--- src/rtl/stack_xfer_if.sv ---
// Handshake/bus bundle for stack_xfer_unit: start request, register-file ports, PC/SP strobes, data-memory port.
// The fault signal exists only when STACK_ALIGN_CHECK_EN is defined.
interface stack_xfer_if #(
  parameter int ADDR_W = 32
);
  logic              start;
  logic              op_pop;
  logic [7:0]        reg_list;
  logic              reg_extra;
  logic [ADDR_W-1:0] sp_in;
  logic              busy;
  logic              done;
  logic [3:0]        rf_raddr;
  logic [31:0]       rf_rdata;
  logic              rf_ld_rd;
  logic [3:0]        rf_waddr;
  logic [31:0]       rf_wdata;
  logic              pc_ld;
  logic [31:0]       pc_wdata;
  logic              sp_ld;
  logic [ADDR_W-1:0] sp_wdata;
  logic              mem_req;
  logic              mem_we;
  logic [ADDR_W-1:0] mem_addr;
  logic [31:0]       mem_wdata;
  logic              mem_ack;
  logic [31:0]       mem_rdata;
`ifdef STACK_ALIGN_CHECK_EN
  logic              fault;
`endif

  modport master (
    input  start, op_pop, reg_list, reg_extra, sp_in, rf_rdata, mem_ack, mem_rdata,
    output busy, done, rf_raddr, rf_ld_rd, rf_waddr, rf_wdata, pc_ld, pc_wdata,
    output sp_ld, sp_wdata, mem_req, mem_we, mem_addr, mem_wdata
`ifdef STACK_ALIGN_CHECK_EN
    , output fault
`endif
  );

  modport slave (
    output start, op_pop, reg_list, reg_extra, sp_in, rf_rdata, mem_ack, mem_rdata,
    input  busy, done, rf_raddr, rf_ld_rd, rf_waddr, rf_wdata, pc_ld, pc_wdata,
    input  sp_ld, sp_wdata, mem_req, mem_we, mem_addr, mem_wdata
`ifdef STACK_ALIGN_CHECK_EN
    , input fault
`endif
  );
endinterface

--- src/rtl/stack_xfer_unit.sv ---
// Thumb PUSH/POP register-list sequencer between the core register file and the data-memory port.
// Define STACK_ALIGN_CHECK_EN to add the misaligned-SP fault output.
module stack_xfer_unit #(
  parameter int                ADDR_W = 32,
  parameter logic [ADDR_W-1:0] SP_RST = '0
) (
  input logic          clk,
  input logic          rst,
  stack_xfer_if.master bus
);
  // state | meaning
  // IDLE  | waiting for start
  // XFER  | one memory beat per handshake, lowest register first
  // DONE  | done pulse, SP update
  typedef enum logic [1:0] {S_IDLE, S_XFER, S_DONE} state_t;

  function automatic logic [3:0] f_popcnt(input logic [8:0] v);
    logic [3:0] c;
    c = 4'd0;
    for (int i = 0; i < 9; i++) c = c + 4'(v[i]);
    return c;
  endfunction

  function automatic logic [3:0] f_first(input logic [8:0] v);
    logic [3:0] idx;
    idx = 4'd0;
    for (int i = 8; i >= 0; i--) if (v[i]) idx = 4'(i);
    return idx;
  endfunction

  // Slot 8 of the pending mask is the extra register: LR for PUSH, PC for POP.
  function automatic logic [3:0] f_regnum(input logic [3:0] idx, input logic pop);
    if (idx == 4'd8) return pop ? 4'd15 : 4'd14;
    return idx;
  endfunction

  state_t            r_state;
  logic              r_pop;
  logic [8:0]        r_pend;
  logic [3:0]        r_n;
  logic [ADDR_W-1:0] r_base;
  logic [ADDR_W-1:0] r_addr;
  logic              r_busy;
  logic              r_done;
  logic [3:0]        r_rf_raddr;
  logic              r_rf_ld_rd;
  logic [3:0]        r_rf_waddr;
  logic [31:0]       r_rf_wdata;
  logic              r_pc_ld;
  logic [31:0]       r_pc_wdata;
  logic              r_sp_ld;
  logic [ADDR_W-1:0] r_sp_wdata;
  logic              r_mem_req;
  logic              r_mem_we;

  logic [8:0]        w_start_pend;
  logic [3:0]        w_n;
  logic [ADDR_W-1:0] w_sp_al;
  logic [ADDR_W-1:0] w_push_base;
  logic [3:0]        w_cur;
  logic [8:0]        w_next_pend;
  logic              w_skip;

  assign w_start_pend = {bus.reg_extra, bus.reg_list};
  assign w_n          = f_popcnt(w_start_pend);
  assign w_sp_al      = bus.sp_in & ~ADDR_W'(3);
  assign w_push_base  = w_sp_al - ADDR_W'({w_n, 2'b00});
  assign w_cur        = f_first(r_pend);
  assign w_next_pend  = r_pend & ~(9'd1 << w_cur);

`ifdef STACK_ALIGN_CHECK_EN
  logic r_fault;
  logic w_misal;
  assign w_misal   = |bus.sp_in[1:0];
  assign w_skip    = (w_n == 4'd0) || w_misal;
  assign bus.fault = r_fault;
`else
  assign w_skip = (w_n == 4'd0);
`endif

  always_ff @(posedge clk or posedge rst) begin
    if (rst) begin
      r_state    <= S_IDLE;
      r_pop      <= 1'b0;
      r_pend     <= '0;
      r_n        <= '0;
      r_base     <= '0;
      r_addr     <= '0;
      r_busy     <= 1'b0;
      r_done     <= 1'b0;
      r_rf_raddr <= '0;
      r_rf_ld_rd <= 1'b0;
      r_rf_waddr <= '0;
      r_rf_wdata <= '0;
      r_pc_ld    <= 1'b0;
      r_pc_wdata <= '0;
      r_sp_ld    <= 1'b0;
      r_sp_wdata <= SP_RST;
      r_mem_req  <= 1'b0;
      r_mem_we   <= 1'b0;
`ifdef STACK_ALIGN_CHECK_EN
      r_fault    <= 1'b0;
`endif
    end else begin
      r_done     <= 1'b0;
      r_rf_ld_rd <= 1'b0;
      r_pc_ld    <= 1'b0;
      r_sp_ld    <= 1'b0;
      case (r_state)
        S_IDLE: begin
          if (bus.start) begin
            r_pop  <= bus.op_pop;
            r_n    <= w_n;
            r_pend <= w_start_pend;
            r_base <= bus.op_pop ? w_sp_al : w_push_base;
            r_busy <= 1'b1;
`ifdef STACK_ALIGN_CHECK_EN
            r_fault <= w_misal && (w_n != 4'd0);
`endif
            if (w_skip) begin
              r_state <= S_DONE;
              r_done  <= 1'b1;
            end else begin
              r_state    <= S_XFER;
              r_mem_req  <= 1'b1;
              r_mem_we   <= ~bus.op_pop;
              r_addr     <= bus.op_pop ? w_sp_al : w_push_base;
              r_rf_raddr <= bus.op_pop ? 4'd0 : f_regnum(f_first(w_start_pend), 1'b0);
            end
          end
        end
        S_XFER: begin
          if (bus.mem_ack) begin
            r_pend <= w_next_pend;
            r_addr <= r_addr + ADDR_W'(4);
            if (r_pop) begin
              if (w_cur == 4'd8) begin
                r_pc_ld    <= 1'b1;
                r_pc_wdata <= bus.mem_rdata & ~32'h1;
              end else begin
                r_rf_ld_rd <= 1'b1;
                r_rf_waddr <= w_cur;
                r_rf_wdata <= bus.mem_rdata;
              end
            end
            if (w_next_pend == 9'd0) begin
              r_state    <= S_DONE;
              r_mem_req  <= 1'b0;
              r_mem_we   <= 1'b0;
              r_done     <= 1'b1;
              r_sp_ld    <= 1'b1;
              r_sp_wdata <= r_pop ? r_base + ADDR_W'({r_n, 2'b00}) : r_base;
              r_rf_raddr <= 4'd0;
            end else begin
              r_rf_raddr <= r_pop ? 4'd0 : f_regnum(f_first(w_next_pend), 1'b0);
            end
          end
        end
        S_DONE: begin
          r_state <= S_IDLE;
          r_busy  <= 1'b0;
        end
        default: r_state <= S_IDLE;
      endcase
    end
  end

  assign bus.busy      = r_busy;
  assign bus.done      = r_done;
  assign bus.rf_raddr  = r_rf_raddr;
  assign bus.rf_ld_rd  = r_rf_ld_rd;
  assign bus.rf_waddr  = r_rf_waddr;
  assign bus.rf_wdata  = r_rf_wdata;
  assign bus.pc_ld     = r_pc_ld;
  assign bus.pc_wdata  = r_pc_wdata;
  assign bus.sp_ld     = r_sp_ld;
  assign bus.sp_wdata  = r_sp_wdata;
  assign bus.mem_req   = r_mem_req;
  assign bus.mem_we    = r_mem_we;
  assign bus.mem_addr  = r_addr;
  // Write data follows the register-file read port directly.
  assign bus.mem_wdata = (r_mem_req && r_mem_we) ? bus.rf_rdata : 32'h0;
endmodule

--- src/flat_wrapper.sv ---
// flat-port wrapper written by rule: the top's interface ports become plain ports
module stack_xfer_unit_flat 
#(
  parameter int                ADDR_W = 32,
  parameter logic [ADDR_W-1:0] SP_RST = '0
)
  (clk, rst, bus_start, bus_op_pop, bus_reg_list, bus_reg_extra, bus_sp_in, bus_rf_rdata, bus_mem_ack, bus_mem_rdata, bus_busy, bus_done, bus_rf_raddr, bus_rf_ld_rd, bus_rf_waddr, bus_rf_wdata, bus_pc_ld, bus_pc_wdata, bus_sp_ld, bus_sp_wdata, bus_mem_req, bus_mem_we, bus_mem_addr, bus_mem_wdata);
  stack_xfer_if #(.ADDR_W(ADDR_W)) bus_i ();
  input logic clk;
  input logic rst;
  input wire logic [$bits(bus_i.start)-1:0] bus_start;
  input wire logic [$bits(bus_i.op_pop)-1:0] bus_op_pop;
  input wire logic [$bits(bus_i.reg_list)-1:0] bus_reg_list;
  input wire logic [$bits(bus_i.reg_extra)-1:0] bus_reg_extra;
  input wire logic [$bits(bus_i.sp_in)-1:0] bus_sp_in;
  input wire logic [$bits(bus_i.rf_rdata)-1:0] bus_rf_rdata;
  input wire logic [$bits(bus_i.mem_ack)-1:0] bus_mem_ack;
  input wire logic [$bits(bus_i.mem_rdata)-1:0] bus_mem_rdata;
  output wire logic [$bits(bus_i.busy)-1:0] bus_busy;
  output wire logic [$bits(bus_i.done)-1:0] bus_done;
  output wire logic [$bits(bus_i.rf_raddr)-1:0] bus_rf_raddr;
  output wire logic [$bits(bus_i.rf_ld_rd)-1:0] bus_rf_ld_rd;
  output wire logic [$bits(bus_i.rf_waddr)-1:0] bus_rf_waddr;
  output wire logic [$bits(bus_i.rf_wdata)-1:0] bus_rf_wdata;
  output wire logic [$bits(bus_i.pc_ld)-1:0] bus_pc_ld;
  output wire logic [$bits(bus_i.pc_wdata)-1:0] bus_pc_wdata;
  output wire logic [$bits(bus_i.sp_ld)-1:0] bus_sp_ld;
  output wire logic [$bits(bus_i.sp_wdata)-1:0] bus_sp_wdata;
  output wire logic [$bits(bus_i.mem_req)-1:0] bus_mem_req;
  output wire logic [$bits(bus_i.mem_we)-1:0] bus_mem_we;
  output wire logic [$bits(bus_i.mem_addr)-1:0] bus_mem_addr;
  output wire logic [$bits(bus_i.mem_wdata)-1:0] bus_mem_wdata;
  assign bus_i.start = bus_start;
  assign bus_i.op_pop = bus_op_pop;
  assign bus_i.reg_list = bus_reg_list;
  assign bus_i.reg_extra = bus_reg_extra;
  assign bus_i.sp_in = bus_sp_in;
  assign bus_i.rf_rdata = bus_rf_rdata;
  assign bus_i.mem_ack = bus_mem_ack;
  assign bus_i.mem_rdata = bus_mem_rdata;
  assign bus_busy = bus_i.busy;
  assign bus_done = bus_i.done;
  assign bus_rf_raddr = bus_i.rf_raddr;
  assign bus_rf_ld_rd = bus_i.rf_ld_rd;
  assign bus_rf_waddr = bus_i.rf_waddr;
  assign bus_rf_wdata = bus_i.rf_wdata;
  assign bus_pc_ld = bus_i.pc_ld;
  assign bus_pc_wdata = bus_i.pc_wdata;
  assign bus_sp_ld = bus_i.sp_ld;
  assign bus_sp_wdata = bus_i.sp_wdata;
  assign bus_mem_req = bus_i.mem_req;
  assign bus_mem_we = bus_i.mem_we;
  assign bus_mem_addr = bus_i.mem_addr;
  assign bus_mem_wdata = bus_i.mem_wdata;
  stack_xfer_unit #(.ADDR_W(ADDR_W), .SP_RST(SP_RST)) u_core (.clk(clk), .rst(rst), .bus(bus_i));
endmodule
--- config.mk ---
export PLATFORM = sky130hd
export DESIGN_NAME = stack_xfer_unit_flat
export DESIGN_NICKNAME = d
export VERILOG_FILES = /design/src/rtl/stack_xfer_if.sv /design/src/rtl/stack_xfer_unit.sv /design/src/flat_wrapper.sv
export SDC_FILE = /design/constraint.sdc
export NUM_CORES = 1
export LEC_CHECK = 0
export BUFFER_PORTS_ARGS = -buffer_cell sky130_fd_sc_hd__buf_2
export CAP_MARGIN = 10
export CORE_UTILIZATION = 30
export DETAILED_ROUTE_END_ITERATION = 6
export GPL_ROUTABILITY_DRIVEN = 0
export SLEW_MARGIN = 20
export SYNTH_ARGS = -nofsm -noshare
export SYNTH_HDL_FRONTEND = slang
export SYNTH_SLANG_ARGS = --single-unit
--- constraint.sdc ---
create_clock -name clk -period 8 [get_ports clk]
set_clock_uncertainty 0.15 [all_clocks]
set_input_delay 1.2 -clock clk [delete_from_list [all_inputs] [get_ports clk]]
set_output_delay 1.2 -clock clk [all_outputs]
set_load 0.005 [all_outputs]
==> results of run 1 <==
## through the flow
step / total power, W / utilization / cell area (um2)
6_report: 0.00447 / 0.376 / 12300
5_1_grt: 0.00483 / 0.376 / 12300
4_1_cts: 0.00451 / 0.376 / 12300
3_5_place_dp: 0.00370 / 0.360 / 11700
3_3_place_gp: 0.00365 / 0.360 / 11700
2_1_floorplan: 0.00293 / - / 9960
## metal layers
metal / wire length [um] / vias to the layer above / GRT usage
li1: - / 4327 / -
met1: 13300 / 4230 / 0.231
met2: 15100 / 298 / 0.303
met3: 1870 / 50 / 0.0369
met4: 726 / 8 / 0.0690
met5: 47 / - / 0
## worst min-delay path, delay by kind of cell (launching register included)
family	cells	cell delay, ns
AND/OR/NAND/NOR	2	0.11
flip-flops	1	0.33
## report_power, final
group	internal [W]	leakage [nW]	switching [W]
Sequential	0.00132	2.31	0.000401
Clock	0.000433	0.260	0.000366
Combinational	0.000879	3.65	0.00107
Total	0.00263	6.22	0.00184
## sequential cells by signal (all words and copies together) (netlist names)
name,cells
u_core.bus.sp_wdata,30
u_core.r_pend,9
u_core.bus.busy,1
u_core.r_state,2
u_core.bus.sp_ld,1
u_core.bus.rf_ld_rd,1
u_core.bus.done,1
u_core.bus.rf_waddr,4
u_core.bus.pc_ld,1
u_core.bus.mem_addr,30
u_core.bus.rf_raddr,4
u_core.bus.mem_req,1
u_core.bus.mem_we,1
u_core.r_base,30
u_core.r_n,4
u_core.bus.rf_wdata,32
u_core.bus.pc_wdata,31
u_core.r_pop,1
## area by class of cell
type | instances | area [um2] | area share
multi-input combinational | 835 | 4940 | 0.403
clock buffer | 22 | 454 | 0.0370
inverter | 36 | 143 | 0.0116
tap | 442 | 553 | 0.0450
antenna | 4 | 10.0 | 0.000815
sequential | 184 | 4600 | 0.375
clock inverter | 8 | 75.1 | 0.00611
timing repair buffer | 291 | 1500 | 0.122
## cells by family after synthesis
| logic type | after synthesis | synth area share |
|---|---|---|
| adders and majority gates | 23 | 0.0340 |
| xor gates and xnor gates | 58 | 0.0511 |
| buffers and inverters | 101 | 0.0433 |
| and+or+nand+nor | 514 | 0.235 |
| other | 1 | 0.000377 |
| DFF | 184 | 0.463 |
| AOI/OAI and AO/OA | 199 | 0.126 |
| muxes | 36 | 0.0473 |
## final timing paths
path                                                        to  slack, ns  cells past startpoint                                start
max                        u_core.bus.mem_addr[17]$_DFFE_PP0P_       2.34                     17                      bus_reg_list[1]
min                        u_core.bus.rf_wdata[19]$_DFFE_PP0P_       0.32                      2  u_core.bus.rf_wdata[19]$_DFFE_PP0P_
max reg2reg                 u_core.bus.pc_wdata[5]$_DFFE_PP0P_       4.78                      7         u_core.r_pend[2]$_DFFE_PP0P_
min reg2reg                u_core.bus.rf_wdata[19]$_DFFE_PP0P_       0.32                      2  u_core.bus.rf_wdata[19]$_DFFE_PP0P_
max in group asynchronous         u_core.r_base[6]$_DFFE_PP0P_       5.67                      3                                  rst
min in group asynchronous  u_core.bus.rf_wdata[23]$_DFFE_PP0P_       0.75                      2                                  rst
## cells in the mapped netlist (6+ instances only)
| master | instances |
|---|---|
| a21oi_1 | 44 |
| a221oi_1 | 9 |
| a31oi_1 | 9 |
| and2_1 | 8 |
| and3_1 | 41 |
| and4_1 | 6 |
| clkbuf_1 | 49 |
| dfrtp_1 | 184 |
| fa_1 | 7 |
| ha_1 | 15 |
| inv_1 | 35 |
| mux2_1 | 8 |
| mux2_4 | 19 |
| nand2_1 | 282 |
| nand3_1 | 26 |
| nand4_1 | 19 |
| nor2_1 | 67 |
| nor2b_1 | 6 |
| nor3_1 | 19 |
| nor4_1 | 8 |
| o21ai_0 | 72 |
| or3_1 | 9 |
| xnor2_1 | 36 |
| xor2_1 | 22 |
==> flow_metrics.py, run 1 <==
metrics = {
    "drt": {
        "via_per_inst": 4.89,
        "final_antenna_net_count": 0,
        "routed_wl_mm": 31.1,
        "drt_first_pass_iters": 5,
        "drc_errors": 0,
        "drt_iter0_markers": 572,
        "vias": 8913,
        "wire_per_inst_um": 17.0,
    },
    "worst_setup_path": {
        "slowest_stage": "o31a_1",
        "crit_path_end_kind": "register",
        "crit_family": "adder cells",
        "path_cells": "buf_2, ha_1, inv_1, fa_1, fa_1, fa_1, inv_1, ha_1, inv_1, fa_1, nor2b_1, o2111ai_1, o31a_1, buf_4, o21ai_0, a22oi_1, o21ai_0",
        "arrival_ns": 5.81,
        "critical_path.max_stage_delay_ns": 0.74,
        "path_common_cell": "fa_1",
        "cp-start-kind": "input port",
        "crit_type": "input port to register",
        "cp.required_ns": 8.15,
        "path_buf_inv": 5,
        "critical_path.max_fanout": 15,
    },
    "grt": {
        "globalRouteTotalUtil": 0.182,
        "grt_pass1_wl_mm": 47.2,
        "grt.overflow.total": 0,
        "grt_pass1_vias": 8300,
        "antenna_found_initial": 7,
        "grt_max_degree": 104,
    },
    "layout": {
        "layout_common_cells": "281 x nand2_1, 277 x buf_2, 184 x dfrtp_1, 72 x o21ai_0, 66 x nor2_1",
        "drive_gt1_frac": 0.259,
        "final_common_cell": "nand2_1",
        "finalNonFillerCells": 1822,
        "synthToLayoutAreaGrowth_pct": 23.4,
        "num-fill-cells": 3312,
        "fin_nets": 1497,
    },
    "sta": {
        "setup_viol": 0,
        "tns_ns": 0,
        "hold_viol": 0,
        "period_minus_slack_ns": 5.66,
        "final.period_utilization": 0.707,
        "rsz0062_at_grt": "no",
        "slew_violations": 0,
        "relSlewSlack": 0.290,
        "max_freq_ghz": 0.177,
        "max_slew.worst_pin.slew_ns": 1.06,
        "whs_ns": 0.317,
        "timing.final.ws_setup_ns": 2.34,
    },
    "synthesis": {
        "synth.area.top_cells": "dfrtp_1 46%, nand2_1 11%, o21ai_0 3.6%, xnor2_1 3.2%, mux2_4 2.9%",
        "yosysTopAreaCell": "dfrtp_1",
        "synth_ff_type": "dfrtp_1",
        "synth_cell_type_count": 71,
        "yosysTopAreaCellShare": 0.463,
        "synth-seq-cells": 184,
        "syn_inst": 1116,
        "synth_edf_count": 0,
        "synth_area_um2": 9950,
        "ys_warn_count": 0,
        "syn_avg_cell_area_um2": 8.91,
        "yosysSeqAreaShare": 0.463,
        "async_reset_ff_frac": 1.00,
    },
    "clock_network": {
        "ctsHoldBuffers": 0,
        "cts_tree": "built",
        "cts-root-buf": "clkbuf_16",
        "cts_resized": 0,
        "clock_sinks": 184,
        "htreeDepth": 4,
        "clockBufferDepth": 2,
        "numCtsBuffers": 17,
        "clk_latency_ns": 0.43,
        "clk_pin_slew_ns": 0.07,
        "post_cts_buffers": 0,
    },
    "power": {
        "ir_drop_mv": 0.170,
        "powerDensity_nw_per_um2": 364,
        "power_leakage_nw": 6.22,
    },
    "floorplanning": {
        "core-area_um2": 32600,
        "start_util": 0.305,
        "fp.dieH_um": 184,
        "row_count": 66,
        "die_w_um": 184,
        "ios": 285,
        "die_area_um2": 33900,
    },
    "status": {
        "outcome": "finished, final reports clean",
    },
    "placement": {
        "post-dp-hpwl_mm": 22.9,
        "dpl_worst_slack_ns": 1.84,
        "portBuffers": 277,
        "dp.cells": 1788,
    },
    "run": {
        "maxCapViolations": 0,
    },
    "min_path": {
        "hold_class": "register to register",
    },
}
(Power assumes the default switching activity.)
==> run 2, diff against run 1 <==
- clock period: 8 -> 5.12 ns (I/O delays scaled with it)
==> run 2 against run 1 <==
Net effect:
- global-route usage decreased by 0.24 points
- routed wire length shrank 0.15%
- critical path depth is 1 higher
- register-to-register slack worse by 3.1 ns
- final cell count up 1.3%
- highest routed layer unchanged
- sequential share of layout area decreased by 0.99 points
- clock power rose by 79%
- core utilization is 1.0 points higher
==> flow_metrics.py, run 2 (synthesis results as in run 1) <==
metrics = {
    "worst_setup_path": {
        "path_common_cell": "fa_1",
        "critical_path.max_stage_delay_ns": 0.49,
        "cp-start-kind": "input port",
        "crit_path_end_kind": "register",
        "path_buf_inv": 5,
        "cp.required_ns": 5.27,
        "crit_family": "adder cells",
        "arrival_ns": 5.09,
        "slowest_stage": "fa_1",
        "critical_path.max_fanout": 4,
        "path_cells": "buf_2, ha_1, inv_1, fa_1, fa_1, fa_1, inv_1, ha_1, inv_1, fa_1, ha_1, nor2b_1, o31ai_2, buf_4, nand3b_1, or4_1, xor2_1, o21ai_1",
        "crit_type": "input port to register",
    },
    "sta": {
        "max_slew.worst_pin.slew_ns": 1.07,
        "max_freq_ghz": 0.202,
        "hold_viol": 0,
        "period_minus_slack_ns": 4.94,
        "timing.final.ws_setup_ns": 0.176,
        "relSlewSlack": 0.289,
        "slew_violations": 0,
        "setup_viol": 0,
        "final.period_utilization": 0.966,
    },
    "grt": {
        "antenna_found_initial": 7,
        "globalRouteTotalUtil": 0.179,
        "grt_pass1_wl_mm": 47.0,
        "grt.overflow.total": 0,
        "grt_pass1_vias": 8327,
        "grt_max_degree": 101,
    },
    "drt": {
        "vias": 9012,
        "drc_errors": 0,
        "drt_iter0_markers": 507,
        "final_antenna_net_count": 0,
        "routed_wl_mm": 31.0,
        "via_per_inst": 4.88,
        "wire_per_inst_um": 16.8,
        "drt_first_pass_iters": 5,
    },
    "layout": {
        "fin_nets": 1520,
        "synthToLayoutAreaGrowth_pct": 26.8,
        "largest_register_ffs": 32,
        "final_common_cell": "nand2_1",
        "finalNonFillerCells": 1845,
        "layout_common_cells": "281 x nand2_1, 277 x buf_2, 184 x dfrtp_1, 72 x o21ai_0, 67 x nor2_1",
        "drive_gt1_frac": 0.279,
    },
    "floorplanning": {
        "row_count": 66,
        "die_w_um": 184,
        "fp.dieH_um": 184,
        "ios": 285,
        "die_area_um2": 33900,
        "start_util": 0.305,
        "core-area_um2": 32600,
    },
    "clock_network": {
        "clk_latency_ns": 0.43,
        "cts-root-buf": "clkbuf_16",
        "clk_pin_slew_ns": 0.07,
        "htreeDepth": 4,
        "cts_tree": "built",
        "clock_sinks": 184,
        "ctsHoldBuffers": 0,
        "numCtsBuffers": 17,
        "clockBufferDepth": 2,
    },
    "placement": {
        "dp.cells": 1811,
        "post-dp-hpwl_mm": 23.0,
        "portBuffers": 277,
        "dpl_worst_slack_ns": -0.456,
    },
    "power": {
        "powerDensity_nw_per_um2": 576,
        "ir_drop_mv": 0.348,
        "total_power_w": 0.00727,
        "power_leakage_nw": 6.38,
    },
    "status": {
        "outcome": "finished, final reports clean",
    },
    "min_path": {
        "hold_class": "register to register",
    },
    "run": {
        "maxCapViolations": 0,
    },
}
[run 2: cell types whose count changed in the layout (fill, tap and decap cells not counted), moves of 2 or more]
cell        previous run  this run
buf_12                 0         3
bufinv_16              1         4
diode_2                4         2
clkinvlp_4             1         4
clkbuf_1               4         0
buf_4                 13        34
clkinv_4               1         3
[run 2: stage by stage]
step,instance area [um2],hold slack (ns),TNS (ns),utilization
after CTS,12600,0.324,0,0.386
final,12600,0.320,0,0.387
after global placement,11900,0.304,-6.50,0.366
after detailed placement,11900,0.307,-11.16,0.366
after floorplan,9970,0.300,0,-
after global routing,12600,0.332,-0.00500,0.387
[run 2: metal layers]
| layer | track usage | share of wire | vias up |
|---|---|---|---|
| met5 | 0 | 0.0015 | - |
| met4 | 0.0600 | 0.023 | 8 |
| met3 | 0.0352 | 0.055 | 49 |
| met2 | 0.301 | 0.48 | 278 |
| met1 | 0.230 | 0.44 | 4296 |
| li1 | - | - | 4381 |
[run 2: repair_timing]
action                     4_1_cts  5_1_grt
resized for setup                1        4
setup buffers                    0        0
setup endpoints to repair        1        8
[run 2: path summary, 6_finish.rpt]
| kind | slack (ns) | to | start | cells after the start |
|---|---|---|---|---|
| worst min-delay path | 0.32 | u_core.bus.pc_wdata[25]$_DFFE_PP0P_ | u_core.bus.pc_wdata[25]$_DFFE_PP0P_ | 2 |
| min in group asynchronous | 0.35 | u_core.bus.sp_wdata[3]$_DFFE_PP0P_ | rst | 2 |
| worst max register to register | 1.70 | u_core.bus.rf_wdata[22]$_DFFE_PP0P_ | u_core.r_pend[1]$_DFFE_PP0P_ | 8 |
| worst max-delay path | 0.18 | u_core.r_base[19]$_DFFE_PP0P_ | bus_reg_list[1] | 18 |
| worst min register to register | 0.32 | u_core.bus.pc_wdata[25]$_DFFE_PP0P_ | u_core.bus.pc_wdata[25]$_DFFE_PP0P_ | 2 |
| max in group asynchronous | 3.28 | u_core.r_base[23]$_DFFE_PP0P_ | rst | 3 |
[run 2: tightest hold or removal path, delay by kind of cell (launching register included)]
family	cells	cell delay [ns]
flops	1	0.34
simple gates	2	0.10
[run 2: power breakdown]
part           switching (W)  internal (W)
logic                0.00170       0.00144
clock network       0.000607      0.000820
registers           0.000640       0.00206
total                0.00295       0.00432
[run 2: cell type report]
class / count / area, um2
Inverter: 36 / 139
Timing Repair Buffer: 314 / 1700
Antenna cell: 2 / 5.00
Clock buffer: 17 / 425
Fill cell: 3319 / 20000
Multi-Input combinational cell: 835 / 4980
Tap cell: 442 / 553
Clock inverter: 15 / 201
Sequential cell: 184 / 4600
==> run 3, diff against run 2 <==
- clock period: 5.12 -> 4.65 ns (I/O delays scaled with it)
==> run 3 against run 2 <==
Net effect:
- the run now ends with negative setup slack left
- core utilization is 1.4 points higher
- global-route usage rose by 0.57 points
- register-to-register slack worse by 0.17 ns
- sequential power is 10% higher
- flip-flop and latch count did not move
- critical path type unchanged
- largest cell class unchanged
==> flow_metrics.py, run 3 (synthesis results as in run 1) <==
metrics = {
    "status": {
        "outcome": "complete, but fails checks",
        "violations": "negative setup slack",
    },
    "grt": {
        "grt_max_degree": 130,
        "grt_pass1_vias": 8663,
        "globalRouteTotalUtil": 0.185,
        "grt_pass1_wl_mm": 48.3,
        "grt.overflow.total": 0,
        "antenna_found_initial": 7,
    },
    "floorplanning": {
        "fp.dieH_um": 184,
        "die_area_um2": 33900,
        "start_util": 0.305,
        "die_w_um": 184,
        "row_count": 66,
        "ios": 285,
        "core-area_um2": 32600,
    },
    "clock_network": {
        "cts-root-buf": "clkbuf_16",
        "clock_sinks": 184,
        "numCtsBuffers": 17,
        "htreeDepth": 4,
        "cts_tree": "built",
        "clockBufferDepth": 2,
        "clk_pin_slew_ns": 0.07,
        "clk_latency_ns": 0.44,
    },
    "drt": {
        "drt_first_pass_iters": 5,
        "routed_wl_mm": 32.1,
        "wire_per_inst_um": 17.2,
        "via_per_inst": 4.89,
        "drc_errors": 0,
        "final_antenna_net_count": 0,
        "drt_iter0_markers": 505,
        "vias": 9128,
    },
    "sta": {
        "hold_viol": 0,
        "period_minus_slack_ns": 4.72,
        "slew_violations": 0,
        "relSlewSlack": 0.249,
        "final.period_utilization": 1.01,
        "max_freq_ghz": 0.212,
        "rsz0062_at_grt": "yes",
        "max_slew.worst_pin.slew_ns": 1.12,
        "setup_viol": 4,
        "tns_ns": -0.168,
        "timing.final.ws_setup_ns": -0.0665,
    },
    "worst_setup_path": {
        "crit_type": "input port to register",
        "critical_path.max_fanout": 4,
        "path_buf_inv": 4,
        "path_common_cell": "fa_1",
        "crit_path_end_kind": "register",
        "slowest_stage": "fa_2",
        "crit_family": "adder cells",
        "critical_path.max_stage_delay_ns": 0.56,
        "path_cells": "buf_8, ha_4, inv_2, fa_1, fa_1, fa_1, inv_1, ha_2, inv_2, fa_2, ha_1, nor2b_4, o31ai_4, nand3b_1, or4_4, xor2_2, o21ai_1",
        "cp-start-kind": "input port",
        "cp.required_ns": 4.81,
        "arrival_ns": 4.87,
    },
    "layout": {
        "final_common_cell": "nand2_1",
        "drive_gt1_frac": 0.317,
        "largest_register_ffs": 32,
        "post-route-util": 0.401,
        "synthToLayoutAreaGrowth_pct": 31.5,
        "fin_nets": 1540,
        "layout_common_cells": "278 x nand2_1, 275 x buf_2, 184 x dfrtp_1, 63 x o21ai_0, 62 x nor2_1",
    },
    "min_path": {
        "hold_class": "input port to async pin",
    },
    "power": {
        "ir_drop_mv": 0.345,
        "power_leakage_nw": 6.58,
        "powerDensity_nw_per_um2": 624,
    },
    "placement": {
        "portBuffers": 277,
        "post-dp-hpwl_mm": 23.6,
    },
    "run": {
        "maxCapViolations": 0,
    },
}
## run 3: worst min-delay path, stage by stage
cell	delay, ns
buf_2	0.11
clkinvlp_4	0.08
buf_12	0.38
## run 3: area by class of cell
cell class / instances / area [um2]
Antenna cell: 5 / 12.5
Fill cell: 3286 / 19500
Tap cell: 442 / 553
Clock inverter: 10 / 141
Inverter: 36 / 139
Timing Repair Buffer: 334 / 1880
Sequential cell: 184 / 4600
Multi-Input combinational cell: 835 / 5270
Clock buffer: 22 / 484
## run 3: report_power, final
part / total [W] / switching, W / internal [W]
combinational: 0.00365 / 0.00195 / 0.00171
clock: 0.00155 / 0.000642 / 0.000906
sequential: 0.00297 / 0.000702 / 0.00226
## run 3: metrics by stage
step           area [um2]  power [W]  hold WS [ns]  worst slack [ns]  instances
3_5_place_dp        12100    0.00658         0.307            -0.571       1825
6_report            13100    0.00817         0.201           -0.0665       1868
2_1_floorplan       10100    0.00511         0.300            -0.241       1120
3_3_place_gp        12100    0.00649         0.304            -0.536       1825
5_1_grt             13100    0.00879         0.304            -0.213       1865
4_1_cts             12800    0.00816         0.290           -0.0460       1858
## run 3: path summary, 6_finish.rpt
check | cells past startpoint | endpoint | slack (ns) | start
setup / recovery | 17 | u_core.r_base[19]$_DFFE_PP0P_ | -0.07 | bus_reg_list[1]
hold / removal | 3 | u_core.bus.pc_wdata[28]$_DFFE_PP0P_ | 0.20 | rst
setup reg to reg | 6 | u_core.bus.sp_wdata[24]$_DFFE_PP0P_ | 1.53 | u_core.r_pend[2]$_DFFE_PP0P_
hold reg to reg | 2 | u_core.bus.pc_wdata[25]$_DFFE_PP0P_ | 0.32 | u_core.bus.pc_wdata[25]$_DFFE_PP0P_
max in group asynchronous | 3 | u_core.r_base[24]$_DFFE_PP0P_ | 3.34 | rst
min in group clk | 3 | u_core.bus.rf_wdata[0]$_DFFE_PP0P_ | 0.31 | bus_mem_rdata[0]
## run 3: timing repair
action / 4_1_cts / 5_1_grt
pin swaps: 4 / 25
gates resized for setup: 10 / 52
endpoints found under the setup margin: 14 / 40
hold buffers: 0 / 0
buffers inserted: 1 / 5
endpoints found under the hold margin: 0 / 0
## run 3: routing by layer
layer  GRT usage  wire (um)  up-vias
li1            -          -     4406
met1       0.233      13800     4380
met2       0.308      15600      280
met3      0.0379       1820       58
met4      0.0777        889        4
met5           0         27        -
